<file path="src/rtl/dfe_capture_pkg.sv">
// ---------------------------------------------------------------------------
// dfe_capture_pkg
// Shared types and constants for the DFE stage observation/capture block.
//   cap_state_t : capture FSM state (IDLE / ARMED / CAPTURE / DONE)
//   trig_mode_t : trigger mode selected by cfg_mode
//   ST_*        : raw 2-bit state encodings as seen on the 'state' output
// ---------------------------------------------------------------------------
package dfe_capture_pkg;

  typedef enum logic [1:0] {
    IDLE    = 2'b00,
    ARMED   = 2'b01,
    CAPTURE = 2'b10,
    DONE    = 2'b11
  } cap_state_t;

  typedef enum logic [1:0] {
    TRIG_IMM = 2'b00,  // first valid sample
    TRIG_OVF = 2'b01,  // valid sample coincident with overflow pulse
    TRIG_UDF = 2'b10,  // valid sample coincident with underflow pulse
    TRIG_MAG = 2'b11   // |sample| >= threshold
  } trig_mode_t;

  localparam logic [1:0] ST_IDLE    = 2'b00;
  localparam logic [1:0] ST_ARMED   = 2'b01;
  localparam logic [1:0] ST_CAPTURE = 2'b10;
  localparam logic [1:0] ST_DONE    = 2'b11;

endpackage

</file>
<file path="src/rtl/dfe_stage_capture_if.sv">
// ---------------------------------------------------------------------------
// dfe_stage_capture_if
// Bundles the per-stage source bus and the capture-buffer readback bus.
//   src_data  : NUM_SRC x DATA_WIDTH samples, index 0 is source 1
//   src_valid : per-stage sample valid
//   src_ovf   : per-stage overflow pulse
//   src_udf   : per-stage underflow pulse
//   rd_en     : buffer read strobe
//   rd_addr   : buffer read address
//   rd_data   : buffer read data, one cycle after rd_en
// Modports: master = DFE stages + register side, slave = capture block.
// ---------------------------------------------------------------------------
interface dfe_stage_capture_if #(
  parameter int DATA_WIDTH = 16,
  parameter int NUM_SRC    = 4,
  parameter int DEPTH      = 64
);
  localparam int AW = $clog2(DEPTH);

  logic [NUM_SRC-1:0][DATA_WIDTH-1:0] src_data;
  logic [NUM_SRC-1:0]                 src_valid;
  logic [NUM_SRC-1:0]                 src_ovf;
  logic [NUM_SRC-1:0]                 src_udf;
  logic                               rd_en;
  logic [AW-1:0]                      rd_addr;
  logic [DATA_WIDTH-1:0]              rd_data;

  modport master (
    output src_data, src_valid, src_ovf, src_udf, rd_en, rd_addr,
    input  rd_data
  );

  modport slave (
    input  src_data, src_valid, src_ovf, src_udf, rd_en, rd_addr,
    output rd_data
  );

endinterface

</file>
<file path="src/rtl/dfe_capture_ram.sv">
// ---------------------------------------------------------------------------
// dfe_capture_ram
// Simple dual-port DEPTH x DATA_WIDTH capture buffer.
//   clk, rst : clock; rst clears only the read-data register
//   wr_en, wr_addr, wr_data : write port
//   rd_en, rd_addr          : read port, registered output rd_data
// A read and a write to the same address in one cycle return the old word.
// rd_data holds its value while rd_en is low.
// ---------------------------------------------------------------------------
module dfe_capture_ram #(
  parameter  int DATA_WIDTH = 16,
  parameter  int DEPTH      = 64,
  localparam int AW         = $clog2(DEPTH)
) (
  input  logic                  clk,
  input  logic                  rst,
  input  logic                  wr_en,
  input  logic [AW-1:0]         wr_addr,
  input  logic [DATA_WIDTH-1:0] wr_data,
  input  logic                  rd_en,
  input  logic [AW-1:0]         rd_addr,
  output logic [DATA_WIDTH-1:0] rd_data
);

  logic [DATA_WIDTH-1:0] mem [DEPTH];

  // NOTE: the array has no reset so it maps onto block RAM; stale contents
  // after reset are expected and harmless.
  // NOTE: non-blocking assignments make the read below see the pre-write
  // word on an address collision, which is the read-old behaviour we want.
  always_ff @(posedge clk) begin
    if (wr_en) mem[wr_addr] <= wr_data;
  end

  always_ff @(posedge clk) begin
    if (rst)        rd_data <= '0;
    else if (rd_en) rd_data <= mem[rd_addr];
  end

endmodule

</file>
<file path="src/rtl/dfe_stage_capture.sv">
// ---------------------------------------------------------------------------
// dfe_stage_capture
// Debug/observation tap for the DFE chain.
//   clk, rst         : system clock, synchronous active-high reset
//   bus (slave)      : stage sources and capture-buffer readback
//   cfg_sel          : source select, 0 = none, 1..NUM_SRC
//   cfg_len          : capture length 1..DEPTH
//   cfg_mode         : trigger mode (see trig_mode_t)
//   cfg_thresh       : unsigned magnitude threshold for TRIG_MAG
//   arm, abort       : start / cancel capture pulses
//   flag_clr         : write-1-to-clear for sticky flags
//   mon_out/mon_valid: live selected source, registered
//   state, done      : FSM state, done = (state == DONE)
//   cap_count        : samples written in current/last capture
//   sticky_ovf/udf   : latched per-source overflow/underflow
// ---------------------------------------------------------------------------
module dfe_stage_capture
  import dfe_capture_pkg::*;
#(
  parameter  int DATA_WIDTH = 16,
  parameter  int NUM_SRC    = 4,
  parameter  int DEPTH      = 64,
  localparam int SEL_W      = $clog2(NUM_SRC + 1),
  localparam int AW         = $clog2(DEPTH)
) (
  input  logic                  clk,
  input  logic                  rst,
  dfe_stage_capture_if.slave    bus,
  input  logic [SEL_W-1:0]      cfg_sel,
  input  logic [AW:0]           cfg_len,
  input  logic [1:0]            cfg_mode,
  input  logic [DATA_WIDTH-1:0] cfg_thresh,
  input  logic                  arm,
  input  logic                  abort,
  input  logic [NUM_SRC-1:0]    flag_clr,
  output logic [DATA_WIDTH-1:0] mon_out,
  output logic                  mon_valid,
  output logic [1:0]            state,
  output logic [AW:0]           cap_count,
  output logic                  done,
  output logic [NUM_SRC-1:0]    sticky_ovf,
  output logic [NUM_SRC-1:0]    sticky_udf
);

  localparam logic [SEL_W-1:0] SEL_MAX = SEL_W'(NUM_SRC);
  localparam logic [AW:0]      LEN_MAX = (AW+1)'(DEPTH);
  localparam logic [AW:0]      ONE     = (AW+1)'(1);

  cap_state_t            cur, nxt;
  logic [SEL_W-1:0]      lat_sel;
  logic [AW:0]           lat_len;
  trig_mode_t            lat_mode;
  logic [DATA_WIDTH-1:0] lat_thresh;

  logic [DATA_WIDTH-1:0] mon_d;
  logic                  mon_v;
  logic [DATA_WIDTH-1:0] cap_data;
  logic                  cap_valid, cap_ovf, cap_udf;
  logic [DATA_WIDTH:0]   sx, mag;
  logic                  trig_hit, arm_ok, last_write;
  logic                  arm_take, wr_en;
  logic [AW-1:0]         wr_addr;

  // Live mux for the monitor path; out-of-range selects fall through to 0.
  // NOTE: every always_comb output gets a default first so no path leaves
  // it unassigned, which would otherwise infer a latch.
  always_comb begin
    mon_d = '0;
    mon_v = 1'b0;
    for (int i = 0; i < NUM_SRC; i++) begin
      if (cfg_sel == SEL_W'(i + 1)) begin
        mon_d = bus.src_data[i];
        mon_v = bus.src_valid[i];
      end
    end
  end

  // Mux for the source latched at arm time.
  always_comb begin
    cap_data  = '0;
    cap_valid = 1'b0;
    cap_ovf   = 1'b0;
    cap_udf   = 1'b0;
    for (int i = 0; i < NUM_SRC; i++) begin
      if (lat_sel == SEL_W'(i + 1)) begin
        cap_data  = bus.src_data[i];
        cap_valid = bus.src_valid[i];
        cap_ovf   = bus.src_ovf[i];
        cap_udf   = bus.src_udf[i];
      end
    end
  end

  // One extra bit so the most-negative sample yields 2^(DATA_WIDTH-1).
  assign sx  = {cap_data[DATA_WIDTH-1], cap_data};
  assign mag = sx[DATA_WIDTH] ? ('0 - sx) : sx;

  always_comb begin
    trig_hit = 1'b0;
    if (cap_valid) begin
      case (lat_mode)
        TRIG_IMM: trig_hit = 1'b1;
        TRIG_OVF: trig_hit = cap_ovf;
        TRIG_UDF: trig_hit = cap_udf;
        TRIG_MAG: trig_hit = (mag >= {1'b0, lat_thresh});
        default:  trig_hit = 1'b0;
      endcase
    end
  end

  assign arm_ok     = (cfg_sel != '0) && (cfg_sel <= SEL_MAX) &&
                      (cfg_len != '0) && (cfg_len <= LEN_MAX);
  assign last_write = ((cap_count + ONE) == lat_len);

  // FSM: state register.
  always_ff @(posedge clk) begin
    if (rst) cur <= IDLE;
    else     cur <= nxt;
  end

  // FSM: next state. abort takes priority over arm, trigger and final write.
  always_comb begin
    nxt = cur;
    case (cur)
      IDLE: begin
        if (arm && !abort && arm_ok) nxt = ARMED;
      end
      ARMED: begin
        if (abort)         nxt = IDLE;
        else if (trig_hit) nxt = (lat_len == ONE) ? DONE : CAPTURE;
      end
      CAPTURE: begin
        if (abort)                        nxt = IDLE;
        else if (cap_valid && last_write) nxt = DONE;
      end
      DONE: begin
        if (abort)               nxt = IDLE;
        else if (arm && arm_ok)  nxt = ARMED;
      end
      default: nxt = IDLE;
    endcase
  end

  // FSM: outputs and datapath strobes.
  always_comb begin
    arm_take = 1'b0;
    wr_en    = 1'b0;
    wr_addr  = cap_count[AW-1:0];
    done     = 1'b0;
    case (cur)
      IDLE: arm_take = arm && !abort && arm_ok;
      ARMED: begin
        wr_en   = trig_hit && !abort;
        wr_addr = '0;
      end
      CAPTURE: wr_en = cap_valid && !abort;
      DONE: begin
        done     = 1'b1;
        arm_take = arm && !abort && arm_ok;
      end
      default: ;
    endcase
  end

  assign state = cur;

  // Configuration latch, capture counter, monitor register, sticky flags.
  always_ff @(posedge clk) begin
    if (rst) begin
      lat_sel    <= '0;
      lat_len    <= '0;
      lat_mode   <= TRIG_IMM;
      lat_thresh <= '0;
      cap_count  <= '0;
      mon_out    <= '0;
      mon_valid  <= 1'b0;
      sticky_ovf <= '0;
      sticky_udf <= '0;
    end else begin
      if (arm_take) begin
        lat_sel    <= cfg_sel;
        lat_len    <= cfg_len;
        lat_mode   <= trig_mode_t'(cfg_mode);
        lat_thresh <= cfg_thresh;
        cap_count  <= '0;
      end else if (wr_en) begin
        cap_count  <= (cur == ARMED) ? ONE : cap_count + ONE;
      end
      mon_out    <= mon_d;
      mon_valid  <= mon_v;
      // Set has priority over clear.
      sticky_ovf <= (sticky_ovf & ~flag_clr) | bus.src_ovf;
      sticky_udf <= (sticky_udf & ~flag_clr) | bus.src_udf;
    end
  end

  dfe_capture_ram #(
    .DATA_WIDTH (DATA_WIDTH),
    .DEPTH      (DEPTH)
  ) u_ram (
    .clk     (clk),
    .rst     (rst),
    .wr_en   (wr_en),
    .wr_addr (wr_addr),
    .wr_data (cap_data),
    .rd_en   (bus.rd_en),
    .rd_addr (bus.rd_addr),
    .rd_data (bus.rd_data)
  );

endmodule

</file>
<file path="src/flat_wrapper.sv">
// flat-port wrapper written by rule: the top's interface ports become plain ports
module dfe_stage_capture_flat import dfe_capture_pkg::*;
#(
  parameter  int DATA_WIDTH = 16,
  parameter  int NUM_SRC    = 4,
  parameter  int DEPTH      = 64,
  localparam int SEL_W      = $clog2(NUM_SRC + 1),
  localparam int AW         = $clog2(DEPTH)
)
  (clk, rst, cfg_sel, cfg_len, cfg_mode, cfg_thresh, arm, abort, flag_clr, mon_out, mon_valid, state, cap_count, done, sticky_ovf, sticky_udf, bus_src_data, bus_src_valid, bus_src_ovf, bus_src_udf, bus_rd_en, bus_rd_addr, bus_rd_data);
  dfe_stage_capture_if #(.DATA_WIDTH(DATA_WIDTH), .NUM_SRC(NUM_SRC), .DEPTH(DEPTH)) bus_i ();
  input  logic clk;
  input  logic rst;
  input  logic [SEL_W-1:0] cfg_sel;
  input  logic [AW:0] cfg_len;
  input  logic [1:0] cfg_mode;
  input  logic [DATA_WIDTH-1:0] cfg_thresh;
  input  logic arm;
  input  logic abort;
  input  logic [NUM_SRC-1:0] flag_clr;
  output logic [DATA_WIDTH-1:0] mon_out;
  output logic mon_valid;
  output logic [1:0] state;
  output logic [AW:0] cap_count;
  output logic done;
  output logic [NUM_SRC-1:0] sticky_ovf;
  output logic [NUM_SRC-1:0] sticky_udf;
  input wire logic [$bits(bus_i.src_data)-1:0] bus_src_data;
  input wire logic [$bits(bus_i.src_valid)-1:0] bus_src_valid;
  input wire logic [$bits(bus_i.src_ovf)-1:0] bus_src_ovf;
  input wire logic [$bits(bus_i.src_udf)-1:0] bus_src_udf;
  input wire logic [$bits(bus_i.rd_en)-1:0] bus_rd_en;
  input wire logic [$bits(bus_i.rd_addr)-1:0] bus_rd_addr;
  output wire logic [$bits(bus_i.rd_data)-1:0] bus_rd_data;
  assign bus_i.src_data = bus_src_data;
  assign bus_i.src_valid = bus_src_valid;
  assign bus_i.src_ovf = bus_src_ovf;
  assign bus_i.src_udf = bus_src_udf;
  assign bus_i.rd_en = bus_rd_en;
  assign bus_i.rd_addr = bus_rd_addr;
  assign bus_rd_data = bus_i.rd_data;
  dfe_stage_capture #(.DATA_WIDTH(DATA_WIDTH), .NUM_SRC(NUM_SRC), .DEPTH(DEPTH)) u_core (.clk(clk), .rst(rst), .bus(bus_i), .cfg_sel(cfg_sel), .cfg_len(cfg_len), .cfg_mode(cfg_mode), .cfg_thresh(cfg_thresh), .arm(arm), .abort(abort), .flag_clr(flag_clr), .mon_out(mon_out), .mon_valid(mon_valid), .state(state), .cap_count(cap_count), .done(done), .sticky_ovf(sticky_ovf), .sticky_udf(sticky_udf));
endmodule
</file>
<file path="config.mk">
export PLATFORM = sky130hd
export DESIGN_NAME = dfe_stage_capture_flat
export DESIGN_NICKNAME = d
export VERILOG_FILES = /design/src/rtl/dfe_capture_pkg.sv /design/src/rtl/dfe_stage_capture_if.sv /design/src/rtl/dfe_capture_ram.sv /design/src/rtl/dfe_stage_capture.sv /design/src/flat_wrapper.sv
export SDC_FILE = /design/constraint.sdc
export NUM_CORES = 1
export LEC_CHECK = 0
export CAP_MARGIN = 30
export CORE_UTILIZATION = 40
export DETAILED_ROUTE_END_ITERATION = 8
export PLACE_DENSITY = 0.55
export SLEW_MARGIN = 15
export SYNTH_ARGS = -nofsm -noshare
export SYNTH_HDL_FRONTEND = slang
export SYNTH_SLANG_ARGS = --single-unit
</file>
<file path="constraint.sdc">
create_clock -name clk -period 9.7 [get_ports clk]
set_clock_uncertainty 0.1 [all_clocks]
set_input_delay 0.97 -clock clk [delete_from_list [all_inputs] [get_ports clk]]
set_output_delay 0.97 -clock clk [all_outputs]
set_load 0.005 [all_outputs]
</file>
# Word-level counts from Yosys, hierarchy flattened
# Memories as Yosys holds them, arrays and structs flattened. A register that Yosys moved wholly into a read port is not among the register bits.
# Cells that the tools add are included.
word_totals:
  mem_bits_rw: 1024
  in_bits: 119
  ff_bits: 62
  out_inout_bits: 51
  n_memories: 1
  elab_cells: 101
mem_list:
  columns: ["memory", "depth", "word_bits", "rd", "rd_clocked_by_memory_dff", "write_ports", "line_no", "source"]
  rows:
  - ["u_core.u_ram.mem", 64, 16, 1, 1, 1, "dfe_capture_ram.sv:25", "logic [DATA_WIDTH-1:0] mem [DEPTH];"]
op_classes:
  n_lt_le_gt_ge: 3
  reduce_logical: 17
  bitwise_logic: 5
  addsub: 2
  eq_ne: 20
  muxes: 43
ops:
  columns: ["op", "n"]
  rows:
  - ["$mux W16", 8]
  - ["$mux W1", 22]
  - ["$ge A17 B16 Y1", 1]
  - ["$mux W17", 1]
  - ["$sub A1 B16 Y17 const A", 1]
  - ["$mux W2", 7]
  - ["$eq A3 B2 Y1 const B", 4]
  - ["$logic_and A1 B1 Y1", 9]
  - ["$ne A3 B2 Y1 const B", 3]
  - ["$and A4 B4 Y4", 2]
  - ["$eq A2 B2 Y1 const B", 4]
  - ["$or A4 B4 Y4", 2]
  - ["$pmux W2 S4", 1]
  - ["$add A7 B1 Y7 const B", 1]
  - ["$eq A7 B1 Y1 const B", 1]
  - ["$eq A7 B7 Y1", 1]
  - ["$le A7 B7 Y1 const B", 1]
  - ["$mux W7", 1]
  - ["$reduce_bool A7 Y1", 1]
  - ["$eq A3 B1 Y1 const B", 2]
  - ["$eq A3 B3 Y1 const B", 2]
  - ["$mux W6", 1]
  - ["$eq A2 B1 Y1 const B", 2]
  - ["$logic_not A2 Y1", 2]
  - ["other kinds (9)", 10]

# Longest topological paths before layout
logic_depth:
  ltp_word: 14
  depth_mapped: 19

# Modules after synthesis
# From an unflattened synthesis, not the netlist that was laid out.
unflattened:
  cells_unflattened: 2609
  area_unflattened_um2: 44884.3
by_module_without_submodules:
  columns: ["mod", "instances", "area_per_inst_um2", "cells_each"]
  rows:
  - ["dfe_capture_ram", 1, 40146.0, 2036]
  - ["dfe_stage_capture", 1, 4738.3, 573]

# Worst setup path before layout
# No wires, ideal clock.
synth_path:
  kind: "register -> register"
  start: "register u_core.lat_sel[1]"
  end: "memory u_core.u_ram.mem[25][0] (enable)"
  arrival_ns: 7.267
  t_required_ns: 9.170
  path_stages_with_launch: 17
  path_slack_ns: 1.902
  cell_sequence: "dfxtp_1 -> buf_4 -> buf_6 -> buf_2 -> buf_2 -> mux2_2 -> a22oi_1 -> o21ai_0 -> xor2_1 -> ha_1 -> nand3_1 -> a31oi_1 -> o21ai_0 -> a211oi_2 -> o21ai_1 -> clkbuf_1 -> nor4_1"
synth_between:
  elab_chain_len: 14
synth_rtl:
  columns: ["item", "line_no", "source"]
  rows:
  - ["start, declared", "dfe_stage_capture.sv:50", "logic [SEL_W-1:0] lat_sel;"]
  - ["start signal, assigned", "dfe_stage_capture.sv:181", "lat_sel <= cfg_sel;"]
  - ["$eq A3 B1 Y1", "dfe_stage_capture.sv:85", "if (lat_sel == SEL_W'(i + 1)) begin"]
  - ["$mux W16 (3 in a row)", "dfe_stage_capture.sv:85", null]
  - ["$mux W16 *", "dfe_stage_capture.sv:85", null]
  - ["via u_core.cap_data[14]", "dfe_stage_capture.sv:57", "logic [DATA_WIDTH-1:0] cap_data;"]
  - ["$sub A1 B16 Y17", "dfe_stage_capture.sv:96", "assign mag = sx[DATA_WIDTH] ? ('0 - sx) : sx;"]
  - ["$mux W17 *", "dfe_stage_capture.sv:96", null]
  - ["$ge A17 B16 Y1 *", "dfe_stage_capture.sv:105", "TRIG_MAG: trig_hit = (mag >= {1'b0, lat_thresh});"]
  - ["$pmux W1 S4 *", "dfe_stage_capture.sv:101", "case (lat_mode)"]
  - ["$mux W1 *", "dfe_stage_capture.sv:100", "if (cap_valid) begin"]
  - ["$logic_and A1 B1 Y1 *", "dfe_stage_capture.sv:153", "wr_en = trig_hit && !abort;"]
  - ["$pmux W1 S2 *", "dfe_stage_capture.sv:150", "case (cur)"]
  - ["$mux W1 *", "dfe_capture_ram.sv:32", "if (wr_en) mem[wr_addr] <= wr_data;"]
  - ["$mux W1 (implied by the code) *", "dfe_capture_ram.sv:32", null]
  - ["end, declared", "dfe_capture_ram.sv:25", null]
# Mark *: on every way through the listed nets, which the timed path passes. The rest lies on a longest branch.

# Worst setup path after layout
layout_path:
  start: "register u_core.lat_sel[2]"
  end: "memory u_core.u_ram.mem[34][4] (enable)"
# The elaborated chain is that of the path after synthesis.

==> flow_summary.json <==
{
  "cts.sinks": 1102,
  "overflow": 0,
  "cp-start-kind": "register",
  "maxSlewViolCount": 0,
  "vias": 24500,
  "fin_hold_ws_ns": 0.378,
  "pwr-share-comb_pct": 5.8,
  "setup_ws_ns": 2.58,
  "grt_setup_unrepaired": "no",
  "finalWirelength_um": 118000,
  "critical_path_arrival_ns": 7.41,
  "worst_pin_slew_ns": 1.06,
  "synth_area_um2": 44200,
  "crit_required_ns": 9.99,
  "start_util_pct": 40.5,
  "r2r_cells": 17,
  "finalNetCount": 2865,
  "port_buffers": 169,
  "fp.dieArea_um2": 112000,
  "max_cap_viol_count": 0,
  "layout_min_cycle_time_ns": 7.12,
  "fmax_ghz": 0.140,
  "clk_latency_ns": 0.68,
  "drt_iter0_drc": 2346,
  "internal_power_mw": 7.85,
  "finalSetupTns_ns": 0,
  "p_switching_mw": 2.15,
  "ir_drop_v": 0.000146,
  "boundaryPins": 170,
  "pre_cts_slack_ns": 2.19,
  "clkPwrFrac_pct": 42.1,
  "wl_per_cell_um": 27.6,
  "ys_warn_count": 0,
  "synth-edff-count": 1024,
  "antenna_found_initial": 1,
  "dieHeight_um": 334,
  "drive_gt1_share_pct": 17.5,
  "fp.coreArea_um2": 109000,
  "area.growth.synth_to_final_pct": 17.4,
  "hold_buffers": 0,
  "cp_max_fo": 66,
  "ff2ff_setup_slack_ns": 2.58,
  "final_common_cell": "edfxtp_1",
  "antenna_left": 0,
  "placed_cells": 4083,
  "grt_use_total_pct": 21.1,
  "post_cts_buffers": 0,
  "gp_congestion": 0.854,
  "hold_violations": 0,
  "worstHoldStart": "u_core.u_ram.rd_data[5]$_SDFFE_PP0P_",
  "htreeDepth": 3,
  "syn_nets": 2638,
  "grt_max_degree": 129,
  "clk_pin_slew_ns": 0.06,
  "synth.distinct_cells": 65,
  "slew-limit-headroom_pct": 29.2,
  "p_leak_nw": 16.8,
  "numCtsBuffers": 112,
  "ys_seq_area_share_pct": 73.1,
  "setup_viol": 0,
  "hp-class": "register to register",
  "die-width_um": 334,
  "drt_pre_antenna_iters": 5,
  "viasPerCell": 5.71,
  "avgSynthCellArea_um2": 17.7,
  "hpwlAfterDp_um": 71400,
  "power_density_nw_per_um2": 193,
  "synth_ff_type": "edfxtp_1",
  "r2r-end": "u_core.u_ram.mem[34][4]$_DFFE_PP_",
  "cts_resized": 0,
  "final_cells": 4296,
  "grt_pass1_vias": 24900,
  "clockBufferDepth": 3,
  "cts_tree": "yes",
  "remaining_drc_errors": 0,
  "share_seq_of_total_power_pct": 52.1,
  "hold_path_depth": 1,
  "rows": 121,
  "critical_path_class": "register to register",
  "switching_share_pct": 21.5,
  "synth_seq_cells": 1102,
  "grt_pass1_wl_um": 173000,
  "post-route-period-util_pct": 73.4,
  "crit_path_end_kind": "register",
  "status": "complete, no violations",
  "async_flop_share_pct": 0,
  "worstHoldEndpoint": "u_core.u_ram.rd_data[5]$_SDFFE_PP0P_",
  "synthCells": 2495,
  "root_buffer": "clkbuf_16",
  "regToRegStartpoint": "u_core.lat_sel[2]$_SDFFE_PP0P_",
  "layout_common_cells": "edfxtp_1 (1024), mux2i_1 (298), clkdlybuf4s50_1 (166)"
}
==> sequential cells by signal, summed over array words and instances (netlist names) <==
name and count:
u_core.lat_sel 3, u_core.lat_thresh 16, u_core.sticky_udf 4, u_core.sticky_ovf 4, u_core.mon_out 16, u_core.lat_len 7, u_core.state 2, u_core.mon_valid 1
u_core.cap_count 7, u_core.lat_mode 2, u_core.u_ram.rd_data 16, u_core.u_ram.mem 1024
==> final cells by class <==
cell class,instances,area (µm²)
diodes,1,2.50
repair buffers,276,2540
clock buffers,147,2950
inverters,38,145
clock inverters,64,613
fillers,9206,57300
flip-flops and latches,1102,32300
well taps,1476,1850
multi-input cells,1192,11500
==> power groups by stage <==
stage          combinational, mW  clock, mW  sequential [mW]
6_report                   0.579       4.21             5.21
5_1_grt                    0.616       4.47             5.21
4_1_cts                    0.583       4.29             5.21
3_5_place_dp               0.582          0             5.31
3_3_place_gp               0.574          0             5.31
2_1_floorplan              0.319          0             5.30
==> stage by stage <==
step                      cell area, µm²  util, %  power (mW)
after floorplan                    44200        -        5.62
after global placement             48300     44.2        5.88
after detailed placement           48300     44.3        5.89
after CTS                          51900     47.5        10.1
after global routing               51900     47.5        10.3
final                              51900     47.5        10.0
==> worst max path at each step <==
stage                     cells past startpoint  slack (ns)                           start                            endpoint
final                                        17        2.58  u_core.lat_sel[2]$_SDFFE_PP0P_   u_core.u_ram.mem[34][4]$_DFFE_PP_
after detailed placement                     19        2.19                bus_src_data[50]   u_core.u_ram.mem[34][8]$_DFFE_PP_
after floorplan                              16        1.90  u_core.lat_sel[1]$_SDFFE_PP0P_   u_core.u_ram.mem[25][0]$_DFFE_PP_
after global routing                         17        2.06  u_core.lat_sel[2]$_SDFFE_PP0P_  u_core.u_ram.mem[34][12]$_DFFE_PP_
after global placement                       18        2.09                bus_src_data[50]   u_core.u_ram.mem[36][9]$_DFFE_PP_
after CTS                                    18        2.54  u_core.lat_sel[2]$_SDFFE_PP0P_   u_core.u_ram.mem[34][4]$_DFFE_PP_
==> synth_stat cells, types with 27 or more instances <==
cell type / instances / area share, %
a31oi_1: 41 / 0.58
a22oi_1: 151 / 2.6
inv_1: 38 / 0.32
edfxtp_1: 1024 / 70
dfxtp_1: 78 / 3.5
a221oi_1: 32 / 0.63
mux2i_1: 298 / 6.7
nor4_1: 38 / 0.54
nand3_1: 76 / 0.86
clkbuf_1: 110 / 0.93
nor2_1: 105 / 0.89
mux4_2: 128 / 6.5
buf_2: 27 / 0.31
nand2_1: 32 / 0.27
a22o_1: 49 / 0.97
==> routing by layer <==
layer  up-vias  share of wire, %  GRT usage [%]
met3       147               6.6           3.73
li1      10700                 -              -
met4         0               1.9           4.77
met1     12800                44           30.1
met5         -                 0              0
met2       879                48           33.9
==> worst max-delay path: stages (launching register included) <==
cell	delay, ns
dfxtp_1	0.86
nor3b_4	0.82
nand2_1	0.13
o211ai_1	0.15
buf_4	0.74
nor2_1	0.25
a21o_1	0.25
xnor2_1	0.14
ha_1	0.37
o2111ai_1	0.12
a31oi_1	0.17
o21ai_0	0.12
a211oi_2	0.48
nor2_2	0.05
buf_4	0.25
or4_1	0.77
nor2_1	0.71
buf_4	0.30
==> cells by family (layout without fill, tap and decap cells) <==
family | count (synthesis) | count (layout) | share of synthesized area, %
other | 0 | 1 | 0
muxes | 449 | 449 | 13.9
xor gates and xnor gates | 22 | 22 | 0.436
DFF | 1102 | 1102 | 73.1
adders and majority gates | 24 | 24 | 0.680
buffers and inverters | 201 | 525 | 1.83
and+or+nand+nor | 323 | 323 | 3.70
AOI/OAI and AO/OA | 374 | 374 | 6.37
Note: power is estimated with default switching activity, not from simulation.
